<file path="src/rtl/kernel_stream_tx.sv">
// Kernel stream transmitter: packs RATIO narrow source words into one wide beat
// and sends a cfg-programmed number of beats to the kernel buffer per job.
module kernel_stream_tx #(
    parameter int CFG_DWIDTH = 32,
    parameter int CFG_AWIDTH = 5,
    parameter int CFG_KER_TX = 8,
    parameter int SRC_WIDTH  = 16,
    parameter int GROUP_NB   = 4,
    parameter int KER_WIDTH  = 16,
    parameter int DEPTH_NB   = 1,
    parameter int MEM_AWIDTH = 8
) (
    input  logic                                    clk,
    input  logic                                    rst,
    input  logic [CFG_DWIDTH-1:0]                   cfg_data,
    input  logic [CFG_AWIDTH-1:0]                   cfg_addr,
    input  logic                                    cfg_valid,
    input  logic [SRC_WIDTH-1:0]                    src_data,
    input  logic                                    src_val,
    output logic                                    src_rdy,
    output logic [GROUP_NB*KER_WIDTH*DEPTH_NB-1:0]  str_ker,
    output logic                                    str_ker_val,
    input  logic                                    str_ker_rdy,
    output logic                                    busy,
    output logic                                    done
);

    localparam int OUT_WIDTH = GROUP_NB * KER_WIDTH * DEPTH_NB;
    localparam int RATIO     = OUT_WIDTH / SRC_WIDTH;
    localparam int WCW       = (RATIO > 1) ? $clog2(RATIO) : 1;

    localparam logic [1:0] ST_IDLE = 2'd0;
    localparam logic [1:0] ST_PACK = 2'd1;
    localparam logic [1:0] ST_SEND = 2'd2;

    localparam logic [WCW-1:0] WORD_LAST = WCW'(RATIO - 1);

    logic [1:0]            state_q, state_d;
    logic [MEM_AWIDTH-1:0] beat_end_q, beat_end_d;
    logic [MEM_AWIDTH-1:0] beat_cnt_q, beat_cnt_d;
    logic [WCW-1:0]        word_cnt_q, word_cnt_d;
    logic [OUT_WIDTH-1:0]  pack_q, pack_d;
    logic [OUT_WIDTH-1:0]  str_ker_q, str_ker_d;
    logic                  done_q, done_d;

    logic                  cfg_hit;
    logic                  src_xfer;
    logic                  beat_xfer;
    logic [OUT_WIDTH-1:0]  pack_wr;
    logic                  unused_cfg_bits;

    assign unused_cfg_bits = ^cfg_data[CFG_DWIDTH-1:MEM_AWIDTH];

    assign cfg_hit   = cfg_valid && (cfg_addr == CFG_AWIDTH'(CFG_KER_TX));
    assign src_xfer  = (state_q == ST_PACK) && src_val;
    assign beat_xfer = (state_q == ST_SEND) && str_ker_rdy;

    // Pack register with the current source word merged into slot word_cnt (slot 0 = LSBs).
    always_comb begin
        pack_wr = pack_q;
        for (int i = 0; i < RATIO; i++) begin
            if (word_cnt_q == WCW'(i)) begin
                pack_wr[i*SRC_WIDTH +: SRC_WIDTH] = src_data;
            end
        end
    end

    always_comb begin
        state_d    = state_q;
        beat_end_d = beat_end_q;
        beat_cnt_d = beat_cnt_q;
        word_cnt_d = word_cnt_q;
        pack_d     = pack_q;
        str_ker_d  = str_ker_q;
        done_d     = 1'b0;
        case (state_q)
            ST_IDLE: begin
                if (cfg_hit) begin
                    beat_end_d = cfg_data[MEM_AWIDTH-1:0];
                    beat_cnt_d = '0;
                    word_cnt_d = '0;
                    state_d    = ST_PACK;
                end
            end
            ST_PACK: begin
                if (src_xfer) begin
                    pack_d = pack_wr;
                    if (word_cnt_q == WORD_LAST) begin
                        str_ker_d  = pack_wr;
                        word_cnt_d = '0;
                        state_d    = ST_SEND;
                    end else begin
                        word_cnt_d = word_cnt_q + 1'b1;
                    end
                end
            end
            ST_SEND: begin
                // Beat is held until accepted; the final beat ends the job.
                if (beat_xfer) begin
                    if (beat_cnt_q == beat_end_q) begin
                        state_d = ST_IDLE;
                        done_d  = 1'b1;
                    end else begin
                        beat_cnt_d = beat_cnt_q + 1'b1;
                        state_d    = ST_PACK;
                    end
                end
            end
            default: begin
                state_d = ST_IDLE;
            end
        endcase
    end

    always_ff @(posedge clk) begin
        if (!rst) begin
            state_q    <= ST_IDLE;
            beat_end_q <= '0;
            beat_cnt_q <= '0;
            word_cnt_q <= '0;
            pack_q     <= '0;
            str_ker_q  <= '0;
            done_q     <= 1'b0;
        end else begin
            state_q    <= state_d;
            beat_end_q <= beat_end_d;
            beat_cnt_q <= beat_cnt_d;
            word_cnt_q <= word_cnt_d;
            pack_q     <= pack_d;
            str_ker_q  <= str_ker_d;
            done_q     <= done_d;
        end
    end

    assign src_rdy     = (state_q == ST_PACK);
    assign str_ker_val = (state_q == ST_SEND);
    assign busy        = (state_q != ST_IDLE);
    assign done        = done_q;
    assign str_ker     = str_ker_q;

endmodule

</file>
<file path="config.mk">
export PLATFORM = sky130hd
export DESIGN_NAME = kernel_stream_tx
export DESIGN_NICKNAME = d
export VERILOG_FILES = /design/src/rtl/kernel_stream_tx.sv
export SDC_FILE = /design/constraint.sdc
export NUM_CORES = 1
export LEC_CHECK = 0
export ABC_AREA = 1
export ABC_CLOCK_PERIOD_IN_PS = 1550
export BUFFER_PORTS_ARGS = -buffer_cell sky130_fd_sc_hd__clkbuf_2
export CAP_MARGIN = 20
export CORE_ASPECT_RATIO = 0.7
export CORE_MARGIN = 2
export CORE_UTILIZATION = 45
export CTS_CLUSTER_SIZE = 30
export DETAILED_ROUTE_END_ITERATION = 7
export GPL_ROUTABILITY_DRIVEN = 0
export PLACE_DENSITY = 0.71
export SYNTH_ARGS = -nofsm -noshare
export SYNTH_HDL_FRONTEND = slang
export SYNTH_SLANG_ARGS = --single-unit
</file>
<file path="constraint.sdc">
create_clock -name clk -period 1.55 [get_ports clk]
set_clock_uncertainty 0.15 [all_clocks]
set_input_delay 0.0775 -clock clk [delete_from_list [all_inputs] [get_ports clk]]
set_output_delay 0.0775 -clock clk [all_outputs]
set_load 0.005 [all_outputs]
</file>
### Word level (Yosys, flattened, before mapping)

Cells that the tools add are included.

| operators by class | value |
|---|---|
| add/subtract/negate cells | 2 |
| equality and inequality tests | 12 |
| muxes and demuxes | 19 |
| reductions and logical operators | 15 |

Operator list:

| cell | count |
|---|---|
| 16-bit 2-to-1 mux | 4 |
| 8-bit 2-to-1 mux | 3 |
| 8-bit case mux with 2 select lines | 1 |
| 2-bit 2-to-1 mux | 7 |
| 3-bit AND reduction | 3 |
| 8-bit by 1-bit adder with 8-bit output, second input constant | 1 |
| 8-bit equality test | 1 |
| 4-bit AND reduction | 2 |
| 2-bit equality test, second input constant | 3 |
| 2-bit by 1-bit != test with 1-bit output, second input constant | 3 |
| 2-bit case mux with 3 select lines | 1 |
| 2-bit nonzero test | 3 |
| 5-bit by 4-bit equality test with 1-bit output, second input constant | 1 |
| 2-bit by 1-bit equality test with 1-bit output, second input constant | 2 |
| 2-bit zero test | 2 |
| 2-bit != test, second input constant | 2 |
| 2-bit case mux with 2 select lines | 1 |
| 2-bit AND reduction | 2 |
| 1-bit logical AND | 3 |
| 2-bit by 1-bit adder with 2-bit output, second input constant | 1 |
| 1-bit 2-to-1 mux | 2 |

| storage, ports and cells | value |
|---|---|
| bits in registers | 149 |
| input bits | 58 |
| output and inout port bits | 68 |
| word-level logic and storage cells | 55 |

### Depth between registers and ports, before layout

| depth | value |
|---|---|
| depth in word-level cells | 4 |
| mapped depth | 11 |
| gate-level depth less buffers | 11 |

### Least setup slack after synthesis

Ideal clock, no wire load.

| timing | value |
|---|---|
| kind | register to register |
| start | reg word_cnt_q[0] |
| end | reg str_ker_q[38] (netlist: str_ker[38]) |
| setup time | 0.070 ns |
| arrival time | 1.456 ns |
| required time | 1.330 ns |
| setup slack | -0.126 ns |
| cell stages (with the launch flop) | 7 |
| buffers on the path | 3 |
| clock period less this slack | 1.676 ns |
| cells stage by stage | dfxtp_1 > ha_1 > buf_2 > clkbuf_1 > buf_1 > nand3_1 > a21oi_1 |

| on the way | value |
|---|---|
| cells in the longest elaborated chain, start to end | 2 |
| elaborated cells on any way between the ends | 4 |
| those cells by class | eq/ne (2); mux (1); reduce/logical (1) |

Ends and longest elaborated chain:

| what | RTL line | source |
|---|---|---|
| start, declared | 41 | `logic [WCW-1:0] word_cnt_q, word_cnt_d;` |
| start signal, assigned | 128 | `word_cnt_q <= word_cnt_d;` |
| 2-bit equality test (on tied branches) | 88, 62 |  |
| 3-bit AND reduction (no line) or 16-bit 2-to-1 mux (tied branches) | n/a |  |
| end signal, assigned | 130 | `str_ker_q <= str_ker_d;` |
| end, declared | 43 | `logic [OUT_WIDTH-1:0] str_ker_q, str_ker_d;` |

Several ways; a longest one is shown, not always the timed one.
A chain may end at the register's enable or synchronous reset.

### Worst setup path in the final report

| timing | value |
|---|---|
| start | reg beat_cnt_q[6] |
| end | reg state_q[0] |

| on the way | value |
|---|---|
| cells in the longest elaborated chain, start to end | 4 |

Ends and longest elaborated chain:

| what | RTL line | source |
|---|---|---|
| start, declared | 40 | `logic [MEM_AWIDTH-1:0] beat_cnt_q, beat_cnt_d;` |
| start signal, assigned | 127 | `beat_cnt_q <= beat_cnt_d;` |
| 8-bit equality test | 100 | `if (beat_cnt_q == beat_end_q) begin` |
| 1-bit 2-to-1 mux | 100 |  |
| 2-bit 2-to-1 mux | 99 | `if (beat_xfer) begin` |
| 2-bit case mux with 3 select lines | 76 | `case (state_q)` |
| end signal, assigned | 125 | `state_q <= state_d;` |
| end, declared | 38 | `logic [1:0] state_q, state_d;` |

No other way between the ends. The select of a mux whose other input is x is not followed.

==> metrics.yaml <==
htreeDepth: 4
library_cell_with_the_highest_instance_count_after_synthesis: "nand2_1"
wire_length_of_the_first_global_routing_pass_um: 26000
final_util_pct: 62.3
slew_violations: 0
maximum_number_of_pins_on_one_net_before_global_route_repair: 97
synthesis.yosys.warnings: 0
critical_path.max_stage_delay_ps: 380
place_area_um2: 6510
netlist_top_cells_count: "nand2_1 (139), dfxtp_1 (133), a21oi_1 (128)"
buffer_ports.inserted: 101
grt_pass1_vias: 5188
holdPathStages: 6
tritoncts: "yes"
die_width_um: 138
cp_num_buf_inv: 2
end_point_of_the_most_critical_hold_path: "beat_end_q[2]"
synth_edf_count: 0
netlist_top_cells_area: "dfxtp_1 (47%), a21oi_1 (11%), o21ai_0 (11%), nand2_1 (9.2%), inv_1 (6.2%)"
detail_route.iter0.violations: 583
final_hold_vios: 0
initial_utilization_pct: 46.0
timing.rr.end: "state_q[0]"
floorplan.io_pins: 126
grt_overflow_total: 0
tightest_slew_ps: 433
run_status: "completed"
syn-num-nets: 849
ctsLongestPathBuffers: 2
regToRegStartpoint: "beat_cnt_q[6]"
remaining_drc_errors: 0
synth_ff_type: "dfxtp_1"
mappedNetlistArea_um2: 5700
design.core.area_um2: 12400
drt_pass1_iterations: 5
critical_path.top_delay_family: "simple AND/OR/NAND/NOR gates"
max-vdd-ir-drop_uv: 870
max_freq_ghz: 0.663
std_cell_rows: 34
antenna_violating_nets_post_route: 0
placedCellCount: 1031
cap_violations: 0
rsz0062_at_grt: "yes"
setup.worst_path.end_class: "flip-flop"
final_layout_size_suffix_gt1_share_pct: 25.3
timing.hold.worst.start: "cfg_addr[0]"
synth_seq_cells: 133
final_net_count: 988
chipHeight_um: 98.1
clock_sinks: 133
critical_path_class: "reg -> reg"
grt_use_total_pct: 23.8
floorplan.die_area_um2: 13600
postSynthCellCount: 786
fin_crit_ps: 1510
pwr_per_cell_area_nw_per_um2: 1100
hpwl_after_dpl_um: 10100
critical_path_peak_fanout: 10
layout.cell_area.non_filler_um2: 7710
avgViaCountPerCell: 5.29
worstSkewPairLatency_ps: 410
area_growth_pct: 35.4
clk_pin_slew_worst_paths_ps: 60
r2r_slack_ps: 40
number_of_antenna_violations_at_the_first_check_in_global_routing: 0
clockRootBuffer: "clkbuf_16"
tritoncts.num_buffers: 17
cp_cell_sequence: "inv_1 -> nand2_1 -> nand4_1 -> nor2_1 -> nand2_2 -> nand3_4 -> buf_4 -> a21oi_1"
wl_um: 16800
setup-violations-final: 0
unique_cell_type_count_in_the_yosys_netlist: 27
timing.final.crit_share_pct: 97.3
total_via_count_after_detailed_routing: 5809
n_antenna_cell: 0
power_leakage_nw: 3.10
hold_ws_ps: 75.6
min-delay-path-class: "in -> reg"
critical-path-slowest-cell: "dfxtp_1"
slew-limit-headroom_pct: 71.1
worst_ep_arrival_time_ps: 1640
worst-r2r-cell-count: 8
final-instance-count-excl-fill: 1099
routed_wire_length_per_instance_um: 15.3
yosysTopAreaCell: "dfxtp_1"
nFillCells: 1089
ys_async_sr_fraction_pct: 0
syn_avg_cell_area_um2: 7.25
design_power_total_mw: 8.50
cp.required_ps: 1680
synth_top_area_share_pct: 46.7
yosysSeqAreaShare_pct: 46.7
critPathLaunchType: "flip-flop"
-- power breakdown --
part	switching [mW]	internal (mW)
Clock	1.49	2.51
Combinational	0.565	0.369
Sequential	0.0457	3.53
-- layout make-up --
| class | count | area, um2 | area share, % |
|---|---|---|---|
| Clock inverter | 10 | 133 | 1.72 |
| Timing Repair Buffer | 174 | 1280 | 16.6 |
| Tap cell | 162 | 203 | 2.63 |
| Clock buffer | 21 | 440 | 5.71 |
| Multi-Input combinational cell | 503 | 2610 | 33.9 |
| Sequential cell | 133 | 2680 | 34.7 |
| Inverter | 96 | 368 | 4.77 |
-- stage by stage --
step | worst slack, ps | TNS [ps]
2_1_floorplan | 23.5 | 0
3_3_place_gp | -44.3 | -253
3_5_place_dp | -95.9 | -687
4_1_cts | -47.7 | -395
5_1_grt | -55.7 | -436
6_report | 41.5 | 0
-- cell usage in the layout, fill, tap and decap left out, types with 2 or more instances in the layout --
cell,count
dfxtp_2,8
buf_4,29
nand3_1,54
o21ai_0,62
nand3b_1,2
dfxtp_1,123
inv_2,6
buf_6,5
buf_12,6
ha_4,4
clkbuf_2,101
dlygate4sd3_1,30
o21ai_2,21
o21ai_1,43
clkinv_4,2
dfxtp_4,2
nor2_4,2
nor2_2,2
nor2_1,22
nand4_1,10
inv_1,88
clkbuf_1,4
clkbuf_16,19
nand2_2,5
a21oi_1,120
nand2_1,136
a21oi_2,8
nand3_2,2
bufinv_16,3
clkinv_2,5
nand2_4,2
-- kinds of logic after synthesis --
kind of cell,share of synthesized area [%]
buf+inv,10.9
simple gates,18.3
xor+xnor,0.154
compound gates,22.9
flops,46.7
fa+ha+maj,1.10
-- sequential cells by signal (all words and copies together) (netlist names) --
| register | flops |
|---|---|
| beat_end_q | 8 |
| str_ker | 64 |
| beat_cnt_q | 8 |
| done | 1 |
| pack_q | 48 |
| state_q | 2 |
| word_cnt_q | 2 |
-- routing by layer --
layer	track usage [%]	share of wire, %	vias up
met5	0	0	-
met4	8.01	2.0	0
met3	5.35	7.5	32
met2	35.8	45	227
met1	34.0	46	2677
li1	-	-	2873
-- worst reg2reg max path, delay by kind of cell (launching register included) --
family	cells	cell delay, ps
compound gates	1	50
buf+inv	2	210
flops	1	380
simple gates	5	580
-- worst max path at each step --
stage	cells after the start	from	to	slack [ps]
floorplan	7	state_q[1]	beat_end_q[5]	20
global placement	6	state_q[1]	beat_end_q[0]	-40
detailed placement	6	state_q[1]	beat_end_q[5]	-100
CTS	6	word_cnt_q[0]	str_ker[18]	-50
global route	10	beat_cnt_q[4]	beat_cnt_q[2]	-60
finish	8	beat_cnt_q[6]	state_q[0]	40
-- what timing repair did --
action / CTS / global route
hold buffers: 30 / 0
resized for setup: 22 / 114
cloned: 0 / 3
endpoints found under the setup margin: 52 / 127
endpoints found under the hold margin: 42 / 0
buffers inserted: 1 / 3
pin swaps: 0 / 5
Note: power is estimated with default switching activity, not from simulation.
